File: src/rtl/spi_reg_bridge.sv
// spi_reg_bridge: two-byte read/write command layer on top of an SPI slave.
// Decodes command bytes, owns a small register bank and chooses the byte
// returned to the SPI master on the next transaction.
module spi_reg_bridge #(
  parameter int unsigned NREGS   = 8,
  parameter int unsigned TIMEOUT = 1000000
) (
  input  logic               clk,
  input  logic               rst,
  input  logic               busy,
  input  logic [7:0]         rx_byte,
  output logic [7:0]         tx_byte,
  input  logic [7:0]         status_in,
  output logic [NREGS*8-1:0] regs_flat,
  output logic               wr_strobe,
  output logic [2:0]         wr_addr,
  output logic               err
);

  localparam int unsigned AW    = 3;
  localparam int unsigned CNT_W = (TIMEOUT > 1) ? $clog2(TIMEOUT) : 1;

  localparam logic [3:0]    SYNC_MARK   = 4'b1010;
  localparam logic [7:0]    TX_IDLE     = 8'hA5;
  localparam logic [7:0]    TX_ERR      = 8'hEE;
  localparam logic [7:0]    TX_WACK     = 8'h00;
  localparam logic [AW-1:0] STATUS_ADDR = AW'(NREGS - 1);

  typedef enum logic [1:0] {
    IDLE  = 2'd0,
    WDATA = 2'd1,
    RDATA = 2'd2
  } state_t;

  state_t             state_q, state_n;
  logic               busy_d;
  logic               byte_done;
  logic [AW-1:0]      addr_q, addr_n;
  logic [CNT_W-1:0]   cnt_q, cnt_n;
  logic               timeout_hit;
  logic [7:0]         tx_n;
  logic [NREGS*8-1:0] regs_n;
  logic               wr_strobe_n;
  logic [AW-1:0]      wr_addr_n;
  logic               err_n;

  logic               cmd_write;
  logic [3:0]         cmd_sync;
  logic [AW-1:0]      cmd_addr;
  logic [7:0]         rd_data;

  // Falling edge of busy marks a completed byte
  assign byte_done   = busy_d & ~busy;
  assign timeout_hit = (cnt_q == CNT_W'(TIMEOUT - 1));

  // Command byte fields and the read-back value they select
  assign cmd_write = rx_byte[7];
  assign cmd_sync  = rx_byte[6:3];
  assign cmd_addr  = rx_byte[2:0];
  assign rd_data   = (cmd_addr == STATUS_ADDR) ? status_in
                                               : regs_flat[{cmd_addr, 3'b000} +: 8];

  // State register
  always_ff @(posedge clk) begin
    if (rst) state_q <= IDLE;
    else     state_q <= state_n;
  end

  // Datapath and output registers
  always_ff @(posedge clk) begin
    if (rst) begin
      busy_d    <= 1'b0;
      addr_q    <= '0;
      cnt_q     <= '0;
      tx_byte   <= TX_IDLE;
      regs_flat <= '0;
      wr_strobe <= 1'b0;
      wr_addr   <= '0;
      err       <= 1'b0;
    end else begin
      busy_d    <= busy;
      addr_q    <= addr_n;
      cnt_q     <= cnt_n;
      tx_byte   <= tx_n;
      regs_flat <= regs_n;
      wr_strobe <= wr_strobe_n;
      wr_addr   <= wr_addr_n;
      err       <= err_n;
    end
  end

  // Next-state and next-output decode; byte_done takes priority over timeout
  always_comb begin
    state_n     = state_q;
    addr_n      = addr_q;
    cnt_n       = cnt_q;
    tx_n        = tx_byte;
    regs_n      = regs_flat;
    wr_strobe_n = 1'b0;
    wr_addr_n   = wr_addr;
    err_n       = 1'b0;

    case (state_q)
      IDLE: begin
        cnt_n = '0;
        if (byte_done) begin
          if ((cmd_sync != SYNC_MARK) || (cmd_write && (cmd_addr == STATUS_ADDR))) begin
            err_n = 1'b1;
            tx_n  = TX_ERR;
          end else if (cmd_write) begin
            addr_n  = cmd_addr;
            tx_n    = TX_WACK;
            state_n = WDATA;
          end else begin
            addr_n  = cmd_addr;
            tx_n    = rd_data;
            state_n = RDATA;
          end
        end
      end

      WDATA: begin
        if (byte_done) begin
          regs_n[{addr_q, 3'b000} +: 8] = rx_byte;
          wr_strobe_n = 1'b1;
          wr_addr_n   = addr_q;
          tx_n        = rx_byte;
          state_n     = IDLE;
        end else if (timeout_hit) begin
          err_n   = 1'b1;
          tx_n    = TX_IDLE;
          state_n = IDLE;
        end else begin
          cnt_n = cnt_q + CNT_W'(1);
        end
      end

      RDATA: begin
        if (byte_done) begin
          tx_n    = TX_IDLE;
          state_n = IDLE;
        end else if (timeout_hit) begin
          err_n   = 1'b1;
          tx_n    = TX_IDLE;
          state_n = IDLE;
        end else begin
          cnt_n = cnt_q + CNT_W'(1);
        end
      end

      default: state_n = IDLE;
    endcase

    // The status slot is never backed by storage
    regs_n[(NREGS-1)*8 +: 8] = 8'h00;
  end

endmodule

File: config.mk
export PLATFORM = sky130hd
export DESIGN_NAME = spi_reg_bridge
export DESIGN_NICKNAME = d
export VERILOG_FILES = /design/src/rtl/spi_reg_bridge.sv
export SDC_FILE = /design/constraint.sdc
export NUM_CORES = 1
export LEC_CHECK = 0
export ABC_AREA = 0
export CAP_MARGIN = 20
export CORE_MARGIN = 2
export CORE_UTILIZATION = 51
export DETAILED_ROUTE_END_ITERATION = 6
export PLACE_DENSITY = 0.79
export SYNTH_ARGS = -nofsm -noshare
export SYNTH_HDL_FRONTEND = slang
export SYNTH_SLANG_ARGS = --single-unit
File: constraint.sdc
create_clock -name clk -period 3.2 [get_ports clk]
set_input_delay 0.64 -clock clk [delete_from_list [all_inputs] [get_ports clk]]
set_output_delay 0.64 -clock clk [all_outputs]
set_load 0.01 [all_outputs]
After elaboration in Yosys (flattened, before gate mapping)

Cells that the tools add are included.

Flip-flop bits (word level): 95
Input port bits: 19
Output and inout port bits: 77
Logic and storage cells: 64

Add/subtract/negate cells: 2
Equality and inequality tests: 10
Shift operators: 3
Mux-type cells: 24
Bitwise gates (word level): 4
Reduce and logical (&&, ||, !) cells: 12

Operators with widths:

| kind                   | count |
|---|---|
| $bwmux 64              | 1 |
| $shift 8x8->64 const A | 1 |
| $shiftx 64x7->8        | 1 |
| $shiftx 8x8->64        | 1 |
| $mux 8                 | 7 |
| $mux 20                | 2 |
| $pmux 20 s2            | 1 |
| $pmux 8 s3             | 1 |
| $add 20x1->20 const B  | 1 |
| $eq 20x20->1 const B   | 1 |
| $mux 2                 | 5 |
| $reduce_and 3->1       | 3 |
| $ne 2x2->1 const B     | 4 |
| $neg 6->8              | 1 |
| $mux 1                 | 5 |
| $ne 4x4->1 const B     | 1 |
| $pmux 2 s2             | 1 |
| $reduce_and 2->1       | 2 |
| $reduce_or 2->1        | 2 |
| $eq 3x3->1 const B     | 1 |
| $ne 3x1->1 const B     | 1 |
| $not 1->1              | 3 |
| $reduce_bool 3->1      | 1 |
| $eq 2x1->1 const B     | 1 |
| 7 further kinds        | 7 |

Depth between registers and ports, before layout

Gate-level depths: netlist (run 1).

Depth in word-level cells: 6
Mapped depth: 10
Depth with buffers taken out: 7

Least setup slack after synthesis (run 1)

Ideal clock, no wire load.

Path type: reg-to-reg
Start: register addr_q[0]
End: register regs_flat[50]
Library setup time: 0.128 ns
Data arrival time: 2.102 ns
Data required time: 3.072 ns
Setup slack: 0.970 ns
Cell stages (with the launch flop): 9
Path buffers: 1
Clock period less this slack: 2.230 ns
Cells stage by stage: dfxtp_1 -> inv_1 -> ha_1 -> ha_1 -> or4b_1 -> buf_2 -> nor3_4 -> mux2i_1 -> nor2_1

Cells in the longest elaborated chain, start to end: 3
Elaborated cells on any way between the ends: 4

RTL lines:

| what                                              | line | RTL |
|---|---|---|
| from (decl)                                       | 38   | `logic [AW-1:0] addr_q, addr_n;` |
| from (signal assigned)                            | 82   | `addr_q <= addr_n;` |
| $neg 6->8 (*)                                     | 124  | `regs_n[{addr_q, 3'b000} +: 8] = rx_byte;` |
| $shiftx 8x8->64 or $shift 8x8->64 (tied branches) | 124  |  |
| $bwmux 64 (*)                                     | 124  |  |
| to (signal assigned)                              | 85   | `regs_flat <= regs_n;` |
| to (decl)                                         | 14   | `output logic [NREGS*8-1:0] regs_flat,` |

Mark *: on every way between the ends. The rest lies on a longest branch, timed or not.
A chain may end at the register's enable or synchronous reset.

Worst setup path in the final report (run 1)

Start: register addr_q[0]
End: register regs_flat[53]

The elaborated chain is that of the path after synthesis.

==> metrics.csv, run 1 <==
metric;value;unit
Hold Fails Final Rpt;0;
Pwr Density;377;nW/um2
critical path's top delay family;simple AND/OR/NAND/NOR gates;
Int Pwr;1.69;mW
Worst Hold Class;reg2reg;
power consumption;2.23;mW
largest driver fanout on the critical path;9;
Tmin final;2700;ps
Area Growth Syn to Fin;25.2;%
drt first-iter violations;339;
share of cells above drive strength 1;10.2;%
Worst-path clk slew;90;ps
combinational group share of total power;6.9;%
DR WL/cell;18.6;um
Cells after Synth;543;
DRC Markers;0;
Avg Inst Size Synth;8.70;um2
Top FF cell, synth;dfxtp_1;
R2R cell count;7;
fin. max-slew vios;0;
GRT met3 Usage;7.73;%
Netlist cell types;58;
hold path cells;2;
largest net degree at the start of global routing;31;
I/O pin total;96;
Max IR drop VDD;0.303;mV
Routed WL;13700;um
fraction of registers with async set/reset;0;%
Setup CP Type;reg2reg;
DP HPWL;9650;um
power share of the clock group;39.7;%
met2 Track Usage GR;42.6;%
Rel. slew slack;45.1;%
Vias;4451;
worst path cell trace;inv_1, ha_1, ha_1, or4b_1, nor3_4, mux2i_1, nor2_1;
Initial Util;51.8;%
Clk Tree Root Cell;clkbuf_8;
worst-skew pair later-pin latency;370;ps
slowest stage delay, CP;710;ps
dominant cell type by area after synthesis;dfxtp_1;
layer with the highest usage;met2;
clk sinks;95;
PortBufs;87;
outcome;complete, no violations;
sw frac;24.0;%
GPL Wtd Cong;0.970;
vias in the first global route;4316;
CP max-delay cell;or4b_1;
antenna violations before repair;0;
total area of sequential cells;1900;um2
diode count;0;
Via density;6.05;
Max-Cap Viols;0;
post-synthesis sequential area ratio;40.3;%
drt first pass iters;5;
area of the multi-input gates;2600;um2
area post-placement;5690;um2
Final Setup Violations;0;
NetSw;0.535;mW
Synth top area share;40.3;%
Levels on crit path;7;
GRT Total Usage;27.5;%
Die Span Y;100;um
WP data required;3440;ps
final worst path period share;84.3;%
number of synthesis warnings;0;
sequential group share of total power;53.5;%
H-Tree Depth;3;
clk_skew;13.8;ps
CP dominant cell by count;ha_1;
Die Footprint;10000;um2
global route total overflow;0;
RSZ-0062 raised after global routing;no;
Core Area;9110;um2
nature of the critical path endpoint;flip-flop;
Critical path buffers and inverters;1;
CP startpoint kind;flip-flop;
final std cell area, no fill;5910;um2
nets;647;
row cnt;35;
hold buffers post-CTS;0;
f_max;0.371;GHz
met1 Use GR;36.8;%
Worst Path Arrival;2940;ps
Clock Path Buffers;2;
Area contributors post-synth;dfxtp_1 (40%), mux2i_1 (9.3%), nor2_1 (5.2%), a21oi_1 (4.5%), mux4_2 (4.3%);
Die X;100;um
first-pass GRT wire length;21800;um
antenna violation net count after detailed routing;0;
Resize count post-CTS;0;
EDFF count, synth;0;
CTS tree;yes;
Post-CTS Setup Bufs;0;
CTS Buf Count;9;
setup TNS;0;ps
Layout fillers;742;
leakage;2.05;nW
Synth Cell Area;4720;um2
Slew @ Worst Pin;816;ps
flip-flop and latch count after synthesis;95;
==> state kept, by name, indices dropped and copies added (netlist names) <==
register	cells
state_q	2
busy_d	1
regs_flat	56
err	1
cnt_q	20
tx_byte	8
wr_strobe	1
wr_addr	3
addr_q	3
==> power by group through the flow <==
stage	clock network [mW]	registers, mW	logic [mW]
floorplan	0	1.22	0.0877
global placement	0	1.22	0.147
detailed placement	0	1.22	0.149
CTS	0.892	1.19	0.150
global route	0.936	1.19	0.163
finish	0.883	1.19	0.153
==> synthesized netlist by cell type, drive strengths merged (3+ instances only) <==
| cell | number |
|---|---|
| dfxtp | 95 |
| nor2 | 66 |
| nand2 | 48 |
| mux2i | 44 |
| a21oi | 42 |
| clkbuf | 27 |
| nand3 | 21 |
| buf | 20 |
| o21ai | 18 |
| nor3 | 16 |
| a211oi | 11 |
| nor4 | 11 |
| inv | 9 |
| mux4 | 9 |
| nor2b | 9 |
| ha | 8 |
| nand4 | 8 |
| or3 | 7 |
| mux2 | 5 |
| nor4b | 5 |
| or2 | 5 |
| or4 | 5 |
| a31o | 3 |
| a31oi | 3 |
| nand2b | 3 |
| nand3b | 3 |
| o211ai | 3 |
| o22ai | 3 |
| xor2 | 3 |
==> cell usage in the layout (no fill, tap or decap), types with 7 or more instances in the layout <==
cell type        netlist  layout
a211oi_1              11      11
a21oi_1               42      42
buf_4                  8      18
clkbuf_8               0       9
clkdlybuf4s50_1        0      85
conb_1                 1       8
dfxtp_1               95      95
ha_1                   8       8
inv_1                  9       9
mux2i_1               44      44
mux4_2                 9       9
nand2_1               48      48
nand3_1               21      21
nand4_1                8       8
nor2_1                65      65
nor2b_1                9       9
nor3_1                14      14
nor4_1                11      11
o21ai_0               18      18
or3_1                  7       7
==> stage by stage <==
stage          instances  setup WS [ps]  utilization (%)  hold WS, ps
2_1_floorplan        550            970                -          449
3_3_place_gp         720            513             62.5          447
3_5_place_dp         720            439             62.5          450
4_1_cts              736            510             64.9          465
5_1_grt              736            320             64.9          492
6_report             736            502             64.9          461
==> worst register-to-register path, delay by kind of cell, from the launching register on <==
| kind | cells | cell delay [ps] |
|---|---|---|
| adders and majority gates | 2 | 450 |
| muxes | 1 | 270 |
| buffers and inverters | 1 | 110 |
| and+or+nand+nor | 3 | 1310 |
| DFF | 1 | 440 |
==> layout make-up <==
| cell class | count | share of cell area (%) |
|---|---|---|
| inverter | 9 | 0.572 |
| timing repair buffer | 106 | 17.2 |
| multi-input combinational | 399 | 44.0 |
| clock buffer | 9 | 2.10 |
| tap | 111 | 2.35 |
| clock inverter | 7 | 1.63 |
| sequential | 95 | 32.2 |
==> kinds of logic after synthesis <==
group           after synthesis  share of synthesized area [%]
other cells                   1                         0.0794
compound gates              104                           13.6
mux                          58                           14.8
flops                        95                           40.3
buf+inv                      56                           5.35
fa+ha+maj                     8                           2.12
xor+xnor                      3                          0.557
simple gates                218                           23.2
==> metal layers <==
layer	up-vias	part of all wire, %
met4	0	2.8
met5	-	0
met3	28	8.7
met1	2109	42
li1	2097	-
met2	217	46
==> path summary, 6_finish.rpt <==
kind / start / end / slack [ps]
worst max-delay path: addr_q[0] / regs_flat[53] / 500
worst min-delay path: wr_addr[1] / wr_addr[1] / 460
worst max register to register: addr_q[0] / regs_flat[53] / 500
worst min register to register: wr_addr[1] / wr_addr[1] / 460
Power figures use the tool's default switching activity.
==> run 2: changes to the inputs <==
--- a/config.mk
+++ b/config.mk
@@ -8,9 +8,9 @@
 export ABC_AREA = 0
 export CAP_MARGIN = 20
 export CORE_MARGIN = 2
-export CORE_UTILIZATION = 51
+export CORE_UTILIZATION = 47
 export DETAILED_ROUTE_END_ITERATION = 6
-export PLACE_DENSITY = 0.79
+export PLACE_DENSITY = 0.77
 export SYNTH_ARGS = -nofsm -noshare
 export SYNTH_HDL_FRONTEND = slang
 export SYNTH_SLANG_ARGS = --single-unit
==> constraint.sdc (replaced) <==
create_clock -name clk -period 2.3 [get_ports clk]
set_input_delay 0.46 -clock clk [delete_from_list [all_inputs] [get_ports clk]]
set_output_delay 0.46 -clock clk [all_outputs]
set_load 0.01 [all_outputs]
==> run 2 against run 1 <==
Against the previous run:
- register-to-register slack got worse by 310 ps
- via count rose by 3.7%
- first-iteration DRC count fell by 17%
- non-clock buffer count rose by 31
- global-route usage fell by 2.0 points
- critical endpoint is now tx_byte[7]
==> metrics.csv, run 2 (same netlist as run 1, synthesis figures left out) <==
metric;value;unit
leading cell type in the layout, fill and taps excluded;dfxtp_1;
H-Tree Depth;3;
leakage;2.21;nW
most frequent cells in the layout;dfxtp_1 (95), clkdlybuf4s50_1 (85), nor2_1 (65), nand2_1 (48), buf_4 (48);
Rel. slew slack;64.9;%
I/O pin total;96;
final worst path period share;95.9;%
Clk Tree Root Cell;clkbuf_8;
area of the multi-input gates;2660;um2
total area of sequential cells;1900;um2
Vias;4617;
Worst Hold Class;in2reg;
GPL Wtd Cong;0.912;
Layout fillers;841;
Die Footprint;10900;um2
drt first-iter violations;280;
area post-placement;5960;um2
Pwr Density;484;nW/um2
PortBufs;87;
nature of the critical path endpoint;flip-flop;
Clock Path Buffers;2;
R2R cell count;6;
power consumption;3.01;mW
worst-skew pair later-pin latency;360;ps
clk sinks;95;
Largest Register;regs_flat;
hold buffers post-CTS;0;
final std cell area, no fill;6210;um2
Slew @ Worst Pin;524;ps
share of cells above drive strength 1;15.7;%
clk_skew;13.4;ps
antenna violation net count after detailed routing;0;
dpl cells;773;
Worst-path clk slew;90;ps
CTS Buf Count;9;
DP HPWL;10200;um
largest driver fanout on the critical path;12;
DR WL/cell;17.7;um
Post-Layout Cell Count;789;
first-pass GRT wire length;22400;um
Die X;104;um
Hold Fails Final Rpt;0;
antenna violations before repair;0;
f_max;0.453;GHz
CP startpoint kind;input pin;
Die Span Y;104;um
Setup CP Type;in2reg;
max FFs per register;56;
pre-CTS setup slack;-166;ps
diode count;0;
vias in the first global route;4540;
nets;678;
DRC Markers;0;
Via density;5.85;
post-route setup slack;94.6;ps
Initial Util;48.3;%
Tmin final;2210;ps
WP data required;2550;ps
Largest regs;regs_flat x56, cnt_q x20, tx_byte x8;
global route total overflow;0;
Area Growth Syn to Fin;31.6;%
Max IR drop VDD;0.356;mV
drt first pass iters;5;
Core Area;9770;um2
Max-Cap Viols;0;
largest net degree at the start of global routing;46;
Routed WL;14000;um
row cnt;36;
setup TNS;0;ps
hold path cells;2;
Worst Path Arrival;2460;ps
Final Setup Violations;0;
fin. max-slew vios;0;
outcome;complete, no violations;
CTS tree;yes;
GRT Total Usage;25.5;%
==> run 2: changes by cell type in the layout (fill, tap and decap cells not counted), sizes merged <==
cell	delta
clkinvlp	-3
buf	+31
clkinv	+4
bufinv	-1
==> run 2: final timing paths <==
path,slack (ps),end,start
min,410,err,rst
max reg2reg,190,cnt_q[15],state_q[0]
min reg2reg,470,tx_byte[4],tx_byte[4]
max,90,tx_byte[7],rx_byte[0]
==> run 2: area by class of cell <==
class,count,area share [%]
tap,133,2.68
clock buffer,9,1.99
timing repair buffer,137,20.3
multi-input combinational,399,42.7
inverter,9,0.544
clock inverter,7,1.15
sequential,95,30.6
==> run 2: routing by layer <==
layer / part of all wire, % / vias to the layer above / global-route usage [%]
met3: 7.6 / 35 / 5.70
met5: 0 / - / 0
met1: 42 / 2207 / 31.8
li1: - / 2151 / -
met4: 3.1 / 0 / 11.7
met2: 48 / 224 / 42.3
==> run 2: repair_timing <==
action,CTS,global route
endpoints found under the setup margin,1,18
setup buffers,0,0
gates resized for setup,1,10
endpoints found under the hold margin,0,0
pin swaps,0,1
==> run 2: where the power goes <==
group	switching [mW]	internal (mW)
registers	0.00622	1.65
logic	0.130	0.102
clock network	0.615	0.505
==> run 2: worst max-delay path: stages <==
cell,delay [ps]
clkdlybuf4s50_1,610
buf_4,240
nand2b_1,90
buf_4,160
a211oi_1,410
nor4_4,100
nor4b_1,300
nor3_1,80
==> run 2: through the flow <==
step / hold slack, ps / util, %
final: 413 / 63.6
after CTS: 401 / 63.1
after detailed placement: 458 / 61.0
after global placement: 454 / 61.0
after global routing: 410 / 63.6
after floorplan: 449 / -
==> run 3: changes to the inputs <==
--- a/config.mk
+++ b/config.mk
@@ -7,6 +7,7 @@
 export LEC_CHECK = 0
 export ABC_AREA = 0
 export CAP_MARGIN = 20
+export CORE_ASPECT_RATIO = 1.5
 export CORE_MARGIN = 2
 export CORE_UTILIZATION = 47
 export DETAILED_ROUTE_END_ITERATION = 6
==> run 3 against run 2 <==
Against the previous run:
- the flow now finishes with violations (DRC)
- global-route usage rose by 0.50 points
- flip-flop and latch count did not move
- worst hold slack improved by 45 ps
- wire length rose by 0.61%
- register-to-register slack got worse by 50 ps
==> metrics.csv, run 3 (same netlist as run 1, synthesis figures left out) <==
metric;value;unit
CP startpoint kind;flip-flop;
CP Launch Point;addr_q[1];
most frequent cells in the layout;dfxtp_1 (95), clkdlybuf4s50_1 (86), nor2_1 (65), nand2_1 (48), buf_4 (48);
CTS Buf Count;9;
largest driver fanout on the critical path;8;
WL met3;732;um
worst-skew pair later-pin latency;360;ps
flop-to-flop setup slack;140;ps
Worst Hold Class;reg2reg;
Layout fillers;794;
Vias;4553;
Die Footprint;10900;um2
Routed WL;14100;um
Core Area;9740;um2
row cnt;44;
DRC Markers;1;
DP HPWL;10300;um
largest net degree at the start of global routing;56;
FF-to-FF Start;addr_q[1];
Area Growth Syn to Fin;32.7;%
Clock Path Buffers;2;
Setup CP Type;reg2reg;
worst reg2reg path endpoint;regs_flat[48];
clk sinks;95;
global route total overflow;0;
Max-Cap Viols;0;
DR WL/cell;18.3;um
drt first-iter violations;270;
Die X;85.8;um
share of cells above drive strength 1;15.0;%
failing checks;DRC;
Largest regs;regs_flat x56, cnt_q x20, tx_byte x8;
Largest Register;regs_flat;
leading cell type in the layout, fill and taps excluded;dfxtp_1;
Max IR drop VDD;0.450;mV
RSZ-0062 raised after global routing;no;
antenna violation net count after detailed routing;0;
leakage;2.24;nW
f_max;0.464;GHz
Worst-path clk slew;70;ps
GPL Wtd Cong;0.876;
PortBufs;87;
first-pass GRT wire length;22200;um
Clk Tree Root Cell;clkbuf_16;
Die Span Y;127;um
DR top layer;met4;
post-layout util;64.3;%
fin. max-slew vios;0;
WP data required;2520;ps
Pwr Density;554;nW/um2
nature of the critical path endpoint;flip-flop;
Tmin final;2160;ps
M1 WL;5490;um
routed wl met2;7330;um
antenna violations before repair;0;
hold buffers post-CTS;0;
vias in the first global route;4523;
CP endpoint;regs_flat[48];
diode count;0;
max FFs per register;56;
clk_skew;10.0;ps
Slew @ Worst Pin;598;ps
outcome;finished with violations;
nets;677;
R2R cell count;8;
Initial Util;48.5;%
drt first pass iters;7;
Worst Path Arrival;2370;ps
GRT Total Usage;26.0;%
Rel. slew slack;60.1;%
Via density;5.91;
Hold Fails Final Rpt;0;
Hold Slack;458;ps
H-Tree Depth;3;
Final Setup Violations;0;
final worst path period share;93.8;%
CTS tree;yes;
I/O pin total;96;
## run 3: worst min-delay path by stage
stage	startpoint	endpoint	slack [ps]	cells after the start
floorplan	cnt_q[1]	cnt_q[1]	450	2
global placement	wr_addr[0]	wr_addr[0]	450	2
CTS	wr_addr[2]	wr_addr[2]	460	2
detailed placement	wr_addr[2]	wr_addr[2]	450	2
global route	wr_addr[2]	wr_addr[2]	490	2
finish	wr_addr[2]	wr_addr[2]	460	2
## run 3: area by class of cell
type,count,area [um2],share of cell area [%]
flip-flops and latches,95,1900,30.4
clock buffers,9,225,3.59
clock inverters,7,86.3,1.38
multi-input cells,399,2630,42.0
repair buffers,136,1250,19.9
inverters,9,33.8,0.539
well taps,115,144,2.30
## run 3: report_power, final
group	total, mW	leakage, nW	internal (mW)	switching (mW)
Clock	1.59	0.150	0.869	0.720
Sequential	1.66	0.766	1.65	0.00610
Combinational	0.227	1.32	0.100	0.127
Total	3.47	2.24	2.62	0.853
## run 3: repair_timing
| action | in CTS | in global routing |
|---|---|---|
| setup endpoints to repair | 0 | 17 |
| buffers inserted | 0 | 0 |
| gates resized for setup | 0 | 6 |
## run 3: critical path, cell delays in order, from the launching register on
cell and delay [ps]:
dfxtp_1 380, inv_1 60, ha_1 180, ha_1 240
or4b_4 590, nor3_4 170, buf_12 160, mux2i_1 190
nor2_1 60
## run 3: metrics by stage
stage	instance area [um2]	cells	setup slack, ps	setup TNS (ps)	total power [mW]
5_1_grt	6270	770	40.5	0	3.55
4_1_cts	6240	770	34.8	0	3.47
6_report	6270	770	143	0	3.47
3_5_place_dp	5930	754	-182	-1890	1.91
2_1_floorplan	4750	550	70.0	0	1.82
3_3_place_gp	5930	754	-132	-680	1.91
## run 3: routing by layer
metal  vias up  track usage [%]
met5         -                0
met4         0             11.7
met3        39             5.20
met2       176             47.4
met1      2188             28.7
li1       2150                -
